### src/rtl/mux_nto1_rr_if.sv
// Handshake bundle for mux_nto1_rr: N_CH valid/ready input channels and one registered output.
// MUX_PARITY_EN adds out_par (XOR of out_data) to the bundle.
interface mux_nto1_rr_if #(
  parameter int unsigned N_CH = 16,
  parameter int unsigned DW   = 8
);
  localparam int unsigned SELW = $clog2(N_CH);

  logic [N_CH*DW-1:0] in_data;
  logic [N_CH-1:0]    in_valid;
  logic [N_CH-1:0]    in_ready;
  logic               mode;
  logic [SELW-1:0]    sel;
  logic [DW-1:0]      out_data;
  logic [SELW-1:0]    out_ch;
  logic               out_valid;
  logic               out_ready;
`ifdef MUX_PARITY_EN
  logic               out_par;
`endif

  // master is the mux itself; slave is the sources/consumer side
  modport master (
    input  in_data, in_valid, mode, sel, out_ready,
    output in_ready, out_data, out_ch, out_valid
`ifdef MUX_PARITY_EN
    , output out_par
`endif
  );

  modport slave (
    output in_data, in_valid, mode, sel, out_ready,
    input  in_ready, out_data, out_ch, out_valid
`ifdef MUX_PARITY_EN
    , input out_par
`endif
  );
endinterface

### src/rtl/mux_nto1_rr.sv
// N-channel registered mux with fixed-select or round-robin grant and valid/ready on every side.
// Optional feature: define MUX_PARITY_EN to register out_par = ^out_data alongside the data.
module mux_nto1_rr #(
  parameter int unsigned N_CH = 16,
  parameter int unsigned DW   = 8
) (
  input  logic           clk,
  input  logic           rst_n,
  mux_nto1_rr_if.master  bus
);
  localparam int unsigned SELW = $clog2(N_CH);
  localparam int unsigned NPAD = 1 << SELW;

  logic [SELW-1:0] ptr_q;
  logic [DW-1:0]   data_q;
  logic [SELW-1:0] ch_q;
  logic            valid_q;
`ifdef MUX_PARITY_EN
  logic            par_q;
`endif

  logic [NPAD-1:0] valid_pad;
  logic [DW-1:0]   ch_data [NPAD];
  logic            sel_ok;
  logic            rr_hit;
  logic [SELW-1:0] rr_idx;
  int unsigned     cand;
  logic            grant_hit;
  logic [SELW-1:0] grant_idx;
  logic            accept;
  logic            xfer;
  logic [DW-1:0]   grant_data;

  // Pad to a power of two so any SELW-bit index stays in range; pad entries never request.
  always_comb begin
    valid_pad = '0;
    valid_pad[N_CH-1:0] = bus.in_valid;
    for (int unsigned i = 0; i < NPAD; i++) begin
      ch_data[i] = '0;
    end
    for (int unsigned i = 0; i < N_CH; i++) begin
      ch_data[i] = bus.in_data[i*DW +: DW];
    end
  end

  if (NPAD == N_CH) begin : g_sel_full
    assign sel_ok = 1'b1;
  end else begin : g_sel_range
    assign sel_ok = ({1'b0, bus.sel} < (SELW+1)'(N_CH));
  end

  // Round-robin: first requester strictly after ptr, wrapping modulo N_CH.
  always_comb begin
    rr_hit = 1'b0;
    rr_idx = '0;
    cand   = 0;
    for (int unsigned k = 1; k <= N_CH; k++) begin
      cand = 32'(ptr_q) + k;
      if (cand >= N_CH) begin
        cand = cand - N_CH;
      end
      if (!rr_hit && valid_pad[cand[SELW-1:0]]) begin
        rr_hit = 1'b1;
        rr_idx = cand[SELW-1:0];
      end
    end
  end

  always_comb begin
    if (bus.mode) begin
      grant_hit = rr_hit;
      grant_idx = rr_idx;
    end else begin
      grant_hit = sel_ok && valid_pad[bus.sel];
      grant_idx = bus.sel;
    end
  end

  assign accept     = !valid_q || bus.out_ready;
  assign xfer       = accept && grant_hit;
  assign grant_data = ch_data[grant_idx];

  always_comb begin
    bus.in_ready = '0;
    for (int unsigned i = 0; i < N_CH; i++) begin
      bus.in_ready[i] = xfer && (grant_idx == SELW'(i));
    end
  end

  always_ff @(posedge clk) begin
    if (!rst_n) begin
      valid_q <= 1'b0;
      data_q  <= '0;
      ch_q    <= '0;
      ptr_q   <= SELW'(N_CH - 1);
`ifdef MUX_PARITY_EN
      par_q   <= 1'b0;
`endif
    end else if (xfer) begin
      valid_q <= 1'b1;
      data_q  <= grant_data;
      ch_q    <= grant_idx;
      ptr_q   <= grant_idx;
`ifdef MUX_PARITY_EN
      par_q   <= ^grant_data;
`endif
    end else if (bus.out_ready) begin
      valid_q <= 1'b0;
    end
  end

  assign bus.out_valid = valid_q;
  assign bus.out_data  = data_q;
  assign bus.out_ch    = ch_q;
`ifdef MUX_PARITY_EN
  assign bus.out_par   = par_q;
`endif

endmodule

### src/flat_wrapper.sv
// flat-port wrapper written by rule: the top's interface ports become plain ports
module mux_nto1_rr_flat 
#(
  parameter int unsigned N_CH = 16,
  parameter int unsigned DW   = 8
)
  (clk, rst_n, bus_in_data, bus_in_valid, bus_mode, bus_sel, bus_out_ready, bus_in_ready, bus_out_data, bus_out_ch, bus_out_valid);
  mux_nto1_rr_if #(.N_CH(N_CH), .DW(DW)) bus_i ();
  input  logic clk;
  input  logic rst_n;
  input wire logic [$bits(bus_i.in_data)-1:0] bus_in_data;
  input wire logic [$bits(bus_i.in_valid)-1:0] bus_in_valid;
  input wire logic [$bits(bus_i.mode)-1:0] bus_mode;
  input wire logic [$bits(bus_i.sel)-1:0] bus_sel;
  input wire logic [$bits(bus_i.out_ready)-1:0] bus_out_ready;
  output wire logic [$bits(bus_i.in_ready)-1:0] bus_in_ready;
  output wire logic [$bits(bus_i.out_data)-1:0] bus_out_data;
  output wire logic [$bits(bus_i.out_ch)-1:0] bus_out_ch;
  output wire logic [$bits(bus_i.out_valid)-1:0] bus_out_valid;
  assign bus_i.in_data = bus_in_data;
  assign bus_i.in_valid = bus_in_valid;
  assign bus_i.mode = bus_mode;
  assign bus_i.sel = bus_sel;
  assign bus_i.out_ready = bus_out_ready;
  assign bus_in_ready = bus_i.in_ready;
  assign bus_out_data = bus_i.out_data;
  assign bus_out_ch = bus_i.out_ch;
  assign bus_out_valid = bus_i.out_valid;
  mux_nto1_rr #(.N_CH(N_CH), .DW(DW)) u_core (.clk(clk), .rst_n(rst_n), .bus(bus_i));
endmodule
### config.mk
export PLATFORM = sky130hd
export DESIGN_NAME = mux_nto1_rr_flat
export DESIGN_NICKNAME = d
export VERILOG_FILES = /design/src/rtl/mux_nto1_rr_if.sv /design/src/rtl/mux_nto1_rr.sv /design/src/flat_wrapper.sv
export SDC_FILE = /design/constraint.sdc
export NUM_CORES = 1
export LEC_CHECK = 0
export ABC_CLOCK_PERIOD_IN_PS = 12300
export CAP_MARGIN = 10
export CELL_PAD_IN_SITES_DETAIL_PLACEMENT = 0
export CELL_PAD_IN_SITES_GLOBAL_PLACEMENT = 1
export CORE_MARGIN = 1.5
export CORE_UTILIZATION = 31
export DETAILED_ROUTE_END_ITERATION = 8
export DONT_BUFFER_PORTS = 1
export PLACE_DENSITY = 0.67
export SYNTH_ARGS = -nofsm -noshare
export SYNTH_HDL_FRONTEND = slang
export SYNTH_SLANG_ARGS = --single-unit
### constraint.sdc
create_clock -name clk -period 12.3 [get_ports clk]
set_input_delay 1.845 -clock clk [delete_from_list [all_inputs] [get_ports clk]]
set_output_delay 1.845 -clock clk [all_outputs]
set_load 0.005 [all_outputs]
==> impl_metrics.tcl, run 1 <==
set metrics [dict create \
    max_clock_freq_mhz 125.3 \
    crit_buf_inv 1 \
    finalSetupTns_ps 0 \
    startpoint_type "flop" \
    cts_hold_buf 0 \
    p_leak_nw 1.712 \
    crit_type "flop to primary output" \
    clock_path_buffers 2 \
    clkSinkCount 17 \
    fin_crit_ps 7978 \
    cts_resized 0 \
    r2r_start "u_core.ptr_q[2]" \
    maxCapViolations 0 \
    cp_top_family "simple AND/OR/NAND/NOR gates" \
    fin_skew_ps 1.657 \
    syn_nets 674 \
    place.gp.congestion 1.000 \
    grt_pass1_vias 4139 \
    grt_overflow_total 0 \
    grt_pass1_wl_um 22710 \
    post_cts_buffers 0 \
    min_period_over_period_pct 64.86 \
    coreArea_um2 13770 \
    cts_tree "done" \
    synth_seq_cells 17 \
    hold_viol_final 0 \
    hpwl_um 12020 \
    netlist_area_um2 4338 \
    grt_antenna_before_repair 0 \
    synth_top_area_share_pct 20.07 \
    worstHoldStart "u_core.bus.out_data[0]" \
    max_slew_margin_pct 28.54 \
    layout_commonest_cell "mux2i_1" \
    num_rows 43 \
    crit_arrival_ps 6130 \
    path_cells "inv_1 -> ha_1 -> mux4_2 -> mux2i_1 -> mux2i_1 -> nor2_1 -> nand4b_2 -> o31ai_2 -> a2111o_2 -> nand2_4 -> or3_1 -> nor2_1" \
    slowest_stage "dfxtp_1" \
    remaining_drc_errors 0 \
    async_flop_share_pct 0 \
    vdd_drop_max_mv 0.09072 \
    wl_per_cell_um 22.21 \
    die_w_um 121.3 \
    critPathCaptureType "primary output" \
    syn_avg_cell_area_um2 8.440 \
    synth_ff_type "dfxtp_1" \
    setup_viol 0 \
    numCtsBuffers 3 \
    clockRootBuffer "clkbuf_16" \
    grt_max_degree 64 \
    ant_nets 0 \
    worstPathRequired_ps 10450 \
    grt_use_total_pct 19.50 \
    synth_edf_count 0 \
    worst_pin_slew_ps 1070 \
    utilization_pct 32.59 \
    finalNetCount 653 \
    drtIter0Drc 343 \
    critPathLaunch "u_core.ptr_q[2]" \
    fp.dieH_um 121.3 \
    yosysTopAreaCell "mux2i_1" \
    insertion_delay_ps 250 \
    ys_seq_area_share_pct 7.845 \
    avgViaCountPerCell 6.464 \
    p_per_area_nw_per_um2 293.3 \
    synth_cell_types 76 \
    clkSlewWorstSetupHoldPaths_ps 50 \
    cpPeakStageDelay_ps 910 \
    fillers 1463 \
    diodes 0 \
    layout_common_cells "mux2i_1, nand2_1, nor2_1, mux4_2, o211ai_1" \
    ys_warn_count 0 \
    die_area_um2 14710 \
    num_io_pins 181 \
    portBuffers 0 \
    slew_viol_final 0 \
    wl_um 14930 \
    htreeDepth 1 \
    num_vias 4344 \
    start_util_pct 31.50 \
    syn_to_final_growth_pct 3.490 \
    min_path_type "flop to flop" \
    cp_max_fo 63 \
    rsz0062_at_grt "false" \
    firstDrtPassIters 5 \
    synth.area.top_cells "mux2i_1, mux4_2, dfxtp_1, nand2_1, nor2_1" \
    drive_gt1_share_pct 14.43 \
    status "complete, no violations" \
    syn_inst 514 \
]
## synthesized netlist by cell type, types with 4 or more instances
library cell and number:
a32oi_1 8, nand3_1 14, nand2b_1 5, a211o_1 5, mux4_2 29, a21oi_1 12
o21ai_1 4, buf_6 6, o211ai_1 18, clkbuf_1 7, a21boi_0 5, nor2_1 43
nor3_1 6, and3_1 6, a211oi_1 8, nor3b_1 5, buf_2 11, xnor2_1 6
nor2b_1 5, a31oi_1 10, nand2_1 66, nor4_1 5, ha_1 8, xor2_1 4
a221oi_1 4, and2_1 5, mux2i_1 87, o21ai_0 10, dfxtp_1 17, inv_1 10
buf_4 6, mux2_2 14
## final cells by class
cell class              count  area (µm²)  area share (%)
flip-flops and latches     17       340.3           7.581
inverters                  12       45.04           1.003
clock buffers               4       78.83           1.756
multi-input cells         454        3762           83.81
well taps                 180       225.2           5.017
repair buffers              5       37.54          0.8361
## per-layer routing
| metal | track usage [%] | wire length [µm] | vias to the layer above |
|---|---|---|---|
| met3 | 2.162 | 883 | 20 |
| met4 | 5.147 | 304 | 0 |
| li1 | - | - | 1980 |
| met1 | 23.51 | 5879 | 2128 |
| met5 | 0 | 0 | - |
| met2 | 36.41 | 7860 | 216 |
## registers in the layout, summed over array words and instances (netlist names)
name                  flops
u_core.bus.out_ch         4
u_core.bus.out_valid      1
u_core.bus.out_data       8
u_core.ptr_q              4
## power by group
part           switching (W)  total (W)  internal, W
registers          0.0000304   0.000104    0.0000737
logic               0.000702    0.00115     0.000444
clock network      0.0000225  0.0000666    0.0000440
## cell families (layout without fill, tap and decap cells)
family                   after synthesis  count (layout)  share of synthesized area, %
multiplexers                         131             131                         39.03
XOR/XNOR                              10              10                         2.019
AO/OA/AOI/OAI                        129             129                         23.42
flip-flops                            17              17                         7.845
AND/OR/NAND/NOR                      176             176                         19.79
buffers and inverters                 43              21                         5.596
adder cells (fa/ha/maj)                8               8                         2.308
## metrics by stage
stage | area [µm²] | hold slack [ps] | std cells | power, W | worst slack (ps)
6_report | 4489 | 479.3 | 672 | 0.001317 | 4322
5_1_grt | 4489 | 493.4 | 672 | 0.001417 | 3958
4_1_cts | 4489 | 481.9 | 672 | 0.001303 | 4364
3_5_place_dp | 4410 | 475.4 | 668 | 0.001230 | 4627
3_3_place_gp | 4410 | 473.0 | 668 | 0.001229 | 4638
2_1_floorplan | 4338 | 443.2 | 514 | 0.001010 | 5346
## path summary, 6_finish.rpt
kind,end,slack (ps),cells past startpoint
setup / recovery,bus_in_ready[13],4320,12
hold / removal,u_core.bus.out_data[0],480,2
setup reg to reg,u_core.bus.out_data[5],5480,13
hold reg to reg,u_core.bus.out_data[0],480,2
## worst reg2reg max path: cells and delay by family (launching register included)
kind | cells | cell delay [ps]
mux | 3 | 1080
flops | 1 | 910
buf+inv | 1 | 430
simple gates | 4 | 1920
fa+ha+maj | 1 | 880
compound gates | 4 | 1500
Note: power is estimated with default switching activity, not from simulation.
==> run 2, diff against run 1 <==
--- a/config.mk
+++ b/config.mk
@@ -5,7 +5,7 @@
 export SDC_FILE = /design/constraint.sdc
 export NUM_CORES = 1
 export LEC_CHECK = 0
-export ABC_CLOCK_PERIOD_IN_PS = 12300
+export ABC_CLOCK_PERIOD_IN_PS = 8200
 export CAP_MARGIN = 10
 export CELL_PAD_IN_SITES_DETAIL_PLACEMENT = 0
 export CELL_PAD_IN_SITES_GLOBAL_PLACEMENT = 1
==> constraint.sdc (replaced) <==
create_clock -name clk -period 8.2 [get_ports clk]
set_input_delay 1.23 -clock clk [delete_from_list [all_inputs] [get_ports clk]]
set_output_delay 1.23 -clock clk [all_outputs]
set_load 0.005 [all_outputs]
==> impl_metrics.tcl, run 2 (synthesis gave the netlist of run 1 again) <==
set metrics [dict create \
    num_io_pins 181 \
    numCtsBuffers 3 \
    layout_commonest_cell "mux2i_1" \
    largest_reg_flops 8 \
    p_leak_nw 1.739 \
    ant_nets 0 \
    crit_buf_inv 2 \
    worstPathRequired_ps 6970 \
    layout_common_cells "mux2i_1, nand2_1, nor2_1, mux4_2, o211ai_1" \
    die_w_um 121.3 \
    setup_viol 0 \
    drtIter0Drc 393 \
    post_cts_buffers 0 \
    status "complete, no violations" \
    rsz0062_at_grt "false" \
    crit_type "flop to primary output" \
    clkSinkCount 17 \
    critPathLaunch "u_core.ptr_q[0]" \
    firstDrtPassIters 8 \
    insertion_delay_ps 250 \
    min_path_type "flop to flop" \
    cts_hold_buf 0 \
    worst_pin_slew_ps 855.6 \
    fin_ws_ps 1643 \
    cts_resized 0 \
    coreArea_um2 13770 \
    min_period_over_period_pct 79.97 \
    crit_arrival_ps 5330 \
    clockRootBuffer "clkbuf_16" \
    maxCapViolations 0 \
    critPathCaptureType "primary output" \
    worstHoldStart "u_core.bus.out_data[4]" \
    multiInputGateArea_um2 3762 \
    grt_antenna_before_repair 0 \
    cpMostUsedCell "mux2i_1" \
    path_cells "clkinv_1 -> ha_1 -> mux2i_1 -> mux4_2 -> mux2i_1 -> buf_4 -> nor4b_2 -> nand4b_2 -> o41ai_1 -> a2bb2oi_1 -> o21a_1 -> nand2b_1 -> nor2_1" \
    hpwl_um 12540 \
    cpPeakStageDelay_ps 870 \
    regToRegSetupSlack_ps 2160 \
    diodes 0 \
    place.gp.congestion 0.9609 \
    grt_overflow_total 0 \
    wl_per_cell_um 22.78 \
    drive_gt1_share_pct 15.49 \
    num_rows 43 \
    r2r_start "u_core.ptr_q[0]" \
    finalSetupTns_ps 0 \
    startpoint_type "flop" \
    cts_tree "done" \
    whs_ps 477.0 \
    syn_to_final_growth_pct 4.384 \
    start_util_pct 31.50 \
    remaining_drc_errors 0 \
    stdcell_area_um2 4528 \
    cp_top_family "simple AND/OR/NAND/NOR gates" \
    wl_um 15420 \
    grt_max_degree 34 \
    placed_area_um2 4448 \
    grt_pass1_wl_um 23530 \
    vdd_drop_max_mv 0.2471 \
    fp.dieH_um 121.3 \
    clkSlewWorstSetupHoldPaths_ps 60 \
    die_area_um2 14710 \
    place_ws_ps 2021 \
    fillers 1490 \
    cp_max_fo 18 \
    fin_crit_ps 6557 \
    max_clock_freq_mhz 152.5 \
    avgViaCountPerCell 6.453 \
    clock_path_buffers 2 \
    p_per_area_nw_per_um2 440.9 \
    finalNetCount 658 \
    portBuffers 0 \
    fin_skew_ps 1.187 \
    max_slew_margin_pct 42.55 \
    slew_viol_final 0 \
    grt_use_total_pct 20.38 \
    htreeDepth 1 \
    seqCellArea_um2 340.3 \
    slowest_stage "ha_1" \
    num_vias 4369 \
    hold_viol_final 0 \
    grt_pass1_vias 4239 \
]
==> run 2: cell types whose count changed in the layout (fill, tap and decap cells not counted), sizes merged <==
| cell | change |
|---|---|
| clkbuf | -1 |
| buf | +5 |
| clkinv | +1 |
==> run 2: path summary, 6_finish.rpt <==
check                      endpoint  cells past startpoint
max reg2reg  u_core.bus.out_data[5]                     16
max                 bus_in_ready[2]                     13
min          u_core.bus.out_data[4]                      2
min reg2reg  u_core.bus.out_data[4]                      2
==> run 2: worst reg2reg max path, delay by kind of cell (launching register included) <==
family                     cells  cell delay [ps]
and+or+nand+nor                4             1760
DFF                            1              330
buffers and inverters          3              780
muxes                          3              860
adders and majority gates      1              870
AOI/OAI and AO/OA              5             1320
==> run 2: through the flow <==
stage	total power (W)	util, %	std cells
final	0.001996	32.88	677
after global routing	0.002145	32.88	677
after detailed placement	0.001870	32.29	673
after CTS	0.001978	32.88	677
after floorplan	0.001515	-	514
after global placement	0.001858	32.29	673
==> run 2: layer usage <==
| metal | wire (µm) | global-route usage [%] | vias to the layer above | share of wire (%) |
|---|---|---|---|---|
| li1 | - | - | 1990 | - |
| met1 | 5888 | 24.20 | 2104 | 38 |
| met2 | 7937 | 37.18 | 233 | 51 |
| met3 | 1006 | 2.726 | 42 | 6.5 |
| met4 | 586 | 7.353 | 0 | 3.8 |
| met5 | 0 | 0 | - | 0 |
==> run 2: layout make-up <==
cell class                      instances  area share (%)
Clock inverter                          1          0.1105
Clock buffer                            3           1.658
Tap cell                              180           4.974
Inverter                               12          0.9948
Multi-Input combinational cell        454           83.09
Sequential cell                        17           7.516
Timing Repair Buffer                   10           1.658
==> run 2: power breakdown <==
| part | internal [W] | total (W) | switching [W] |
|---|---|---|---|
| registers | 0.000111 | 0.000144 | 0.0000337 |
| logic | 0.000680 | 0.00175 | 0.00107 |
| clock network | 0.0000654 | 0.000102 | 0.0000366 |
| total | 0.000856 | 0.00200 | 0.00114 |
==> run 3, diff against run 2 <==
--- a/config.mk
+++ b/config.mk
@@ -5,7 +5,8 @@
 export SDC_FILE = /design/constraint.sdc
 export NUM_CORES = 1
 export LEC_CHECK = 0
-export ABC_CLOCK_PERIOD_IN_PS = 8200
+export ABC_AREA = 1
+export ABC_CLOCK_PERIOD_IN_PS = 5740
 export CAP_MARGIN = 10
 export CELL_PAD_IN_SITES_DETAIL_PLACEMENT = 0
 export CELL_PAD_IN_SITES_GLOBAL_PLACEMENT = 1
@@ -13,7 +14,7 @@
 export CORE_UTILIZATION = 31
 export DETAILED_ROUTE_END_ITERATION = 8
 export DONT_BUFFER_PORTS = 1
-export PLACE_DENSITY = 0.67
+export PLACE_DENSITY = 0.77
 export SYNTH_ARGS = -nofsm -noshare
 export SYNTH_HDL_FRONTEND = slang
 export SYNTH_SLANG_ARGS = --single-unit
==> constraint.sdc (replaced) <==
create_clock -name clk -period 5.74 [get_ports clk]
set_input_delay 0.861 -clock clk [delete_from_list [all_inputs] [get_ports clk]]
set_output_delay 0.861 -clock clk [all_outputs]
set_load 0.005 [all_outputs]
==> impl_metrics.tcl, run 3 <==
set metrics [dict create \
    multiInputGateArea_um2 3373 \
    wl_um 14880 \
    ant_nets 0 \
    cp_max_fo 15 \
    synthAdderAreaFrac_pct 2.403 \
    synth_ff_type "dfxtp_1" \
    hold_viol_final 0 \
    netlist_area_um2 4165 \
    p_leak_nw 2.372 \
    cts_tree "done" \
    clkSlewWorstSetupHoldPaths_ps 50 \
    seqCellArea_um2 340.3 \
    worst_pin_slew_ps 683.4 \
    maxCapViolations 0 \
    fillers 1553 \
    num_rows 42 \
    min_path_cells 2 \
    die_area_um2 14140 \
    setup_viol 0 \
    async_flop_share_pct 0 \
    synthXorXnorAreaFrac_pct 2.073 \
    grt_pass1_wl_um 23850 \
    hpwl_um 12170 \
    finalSetupTns_ps 0 \
    coreArea_um2 13190 \
    synth-compound-area-share_pct 8.441 \
    start_util_pct 31.58 \
    diodes 0 \
    remaining_drc_errors 0 \
    status "complete, no violations" \
    whs_endpoint "u_core.bus.out_ch[0]" \
    ys_seq_area_share_pct 8.171 \
    num_vias 5180 \
    fin_crit_ps 5192 \
    grt_overflow_total 0 \
    num_io_pins 181 \
    p_per_area_nw_per_um2 790.1 \
    vdd_drop_max_mv 0.3117 \
    critPathCaptureType "primary output" \
    min_path_type "flop to flop" \
    fp.dieH_um 118.9 \
    power_w 0.003405 \
    crit_type "flop to primary output" \
    wl_per_cell_um 14.71 \
    r2r_start "u_core.ptr_q[0]" \
    place_ws_ps 923.7 \
    synth_edf_count 0 \
    cts_hold_buf 0 \
    cts_resized 0 \
    synth_cell_types 39 \
    reg2regPathDepth 27 \
    clock_path_buffers 2 \
    ys_warn_count 0 \
    finalNetCount 997 \
    synth_top_area_share_pct 38.39 \
    grt_pass1_vias 4888 \
    regToRegSetupSlack_ps 1130 \
    drtIter0Drc 300 \
    critPathLaunch "u_core.ptr_q[2]" \
    synth.mux.area_fraction_pct 0 \
    insertion_delay_ps 250 \
    htreeDepth 1 \
    place.gp.congestion 0.9027 \
    drive_gt1_share_pct 5.742 \
    syn_to_final_growth_pct 3.454 \
    syn_nets 1021 \
    synthTopCellsByCount "nand2_1, nand3_1, nor2_1" \
    max_clock_freq_mhz 192.6 \
    grt_use_total_pct 20.55 \
    r2r_end "u_core.bus.out_data[5]" \
    synth_seq_cells 17 \
    synth_most_common_cell "nand2_1" \
    clkSinkCount 17 \
    fin_ws_ps 548.3 \
    avgViaCountPerCell 5.119 \
    min_period_over_period_pct 90.45 \
    yosysTopAreaCell "nand2_1" \
    yosys.area_share.simple_pct 67.89 \
    firstDrtPassIters 5 \
    fin_skew_ps 0.6189 \
    layout_common_cells "nand2_1, nand3_1, nor2_1, inv_1, a21oi_1" \
    die_w_um 118.9 \
    synth.area.top_cells "nand2_1, nand3_1, dfxtp_1, nor2_1, inv_1" \
    post_cts_buffers 0 \
    worstHoldStart "u_core.bus.out_ch[0]" \
    portBuffers 0 \
    startpoint_type "flop" \
    crit_arrival_ps 4330 \
    numCtsBuffers 3 \
    syn_inst 861 \
    synth_top_family_by_area "simple AND/OR/NAND/NOR gates" \
    whs_ps 486.9 \
    largest_reg_flops 8 \
    rsz0062_at_grt "false" \
    grt_antenna_before_repair 0 \
    slew_viol_final 0 \
    clockRootBuffer "clkbuf_16" \
    worstPathRequired_ps 4880 \
    syn_avg_cell_area_um2 4.838 \
    grt_max_degree 66 \
    max_slew_margin_pct 54.11 \
    layout_commonest_cell "nand2_1" \
]
==> run 3: cell types whose count changed in the layout (fill, tap and decap cells not counted), moves of 21 or more <==
cell     previous run  this run
nor2_1             43        64
inv_1              10        46
nand3_1            14       161
mux4_2             29         0
nand2_1            66       423
mux2i_1            87         0
==> run 3: layout make-up <==
| type | count | area share, % |
|---|---|---|
| inverters | 57 | 4.965 |
| well taps | 176 | 5.110 |
| repair buffers | 11 | 1.916 |
| flip-flops and latches | 17 | 7.898 |
| multi-input cells | 747 | 78.28 |
| clock buffers | 4 | 1.829 |
==> run 3: worst max-delay path: stages (launching register included) <==
cell,delay (ps)
dfxtp_1,690
inv_2,230
ha_1,500
inv_1,170
nand3_1,140
nand3_1,90
nand2_1,140
nand4_4,140
nor2_4,130
nand4_2,100
nor2_2,130
nand4_2,130
nor2_4,150
nand4_2,160
o21ai_0,220
inv_1,60
nand2_1,60
nand2_1,120
a21oi_2,360
inv_1,180
nor2_1,170
==> run 3: power breakdown <==
group | internal, W | switching, W | leakage [nW] | total, W
logic | 0.000904 | 0.00215 | 2.19 | 0.00305
registers | 0.000162 | 0.0000540 | 0.141 | 0.000216
clock network | 0.0000943 | 0.0000442 | 0.0382 | 0.000138
total | 0.00116 | 0.00224 | 2.37 | 0.00340
==> run 3: kinds of logic (layout without fill, tap and decap cells) <==
kind of cell               after synthesis  in the layout
buffers and inverters                   97             72
and+or+nand+nor                        671            671
xor gates and xnor gates                 9              9
adders and majority gates                8              8
AOI/OAI and AO/OA                       59             59
DFF                                     17             17
==> run 3: worst max path at each step <==
stage / endpoint / slack, ps / cells after the start
2_1_floorplan: bus_in_ready[11] / 1320 / 27
3_3_place_gp: bus_in_ready[10] / 930 / 23
3_5_place_dp: bus_in_ready[10] / 920 / 20
4_1_cts: bus_in_ready[10] / 640 / 20
5_1_grt: bus_in_ready[5] / 130 / 24
6_report: bus_in_ready[10] / 550 / 20
==> run 3: layer usage <==
layer,wire length [µm],GRT usage [%]
met1,6180,23.81
met2,7590,40.12
met3,716,1.389
met4,396,5.949
met5,0,0
==> run 3: stage by stage <==
| stage | instances | util (%) | cell area [µm²] |
|---|---|---|---|
| after floorplan | 861 | - | 4165 |
| after global placement | 1008 | 32.07 | 4230 |
| after detailed placement | 1008 | 32.07 | 4230 |
| after CTS | 1012 | 32.67 | 4309 |
| after global routing | 1012 | 32.67 | 4309 |
| final | 1012 | 32.67 | 4309 |
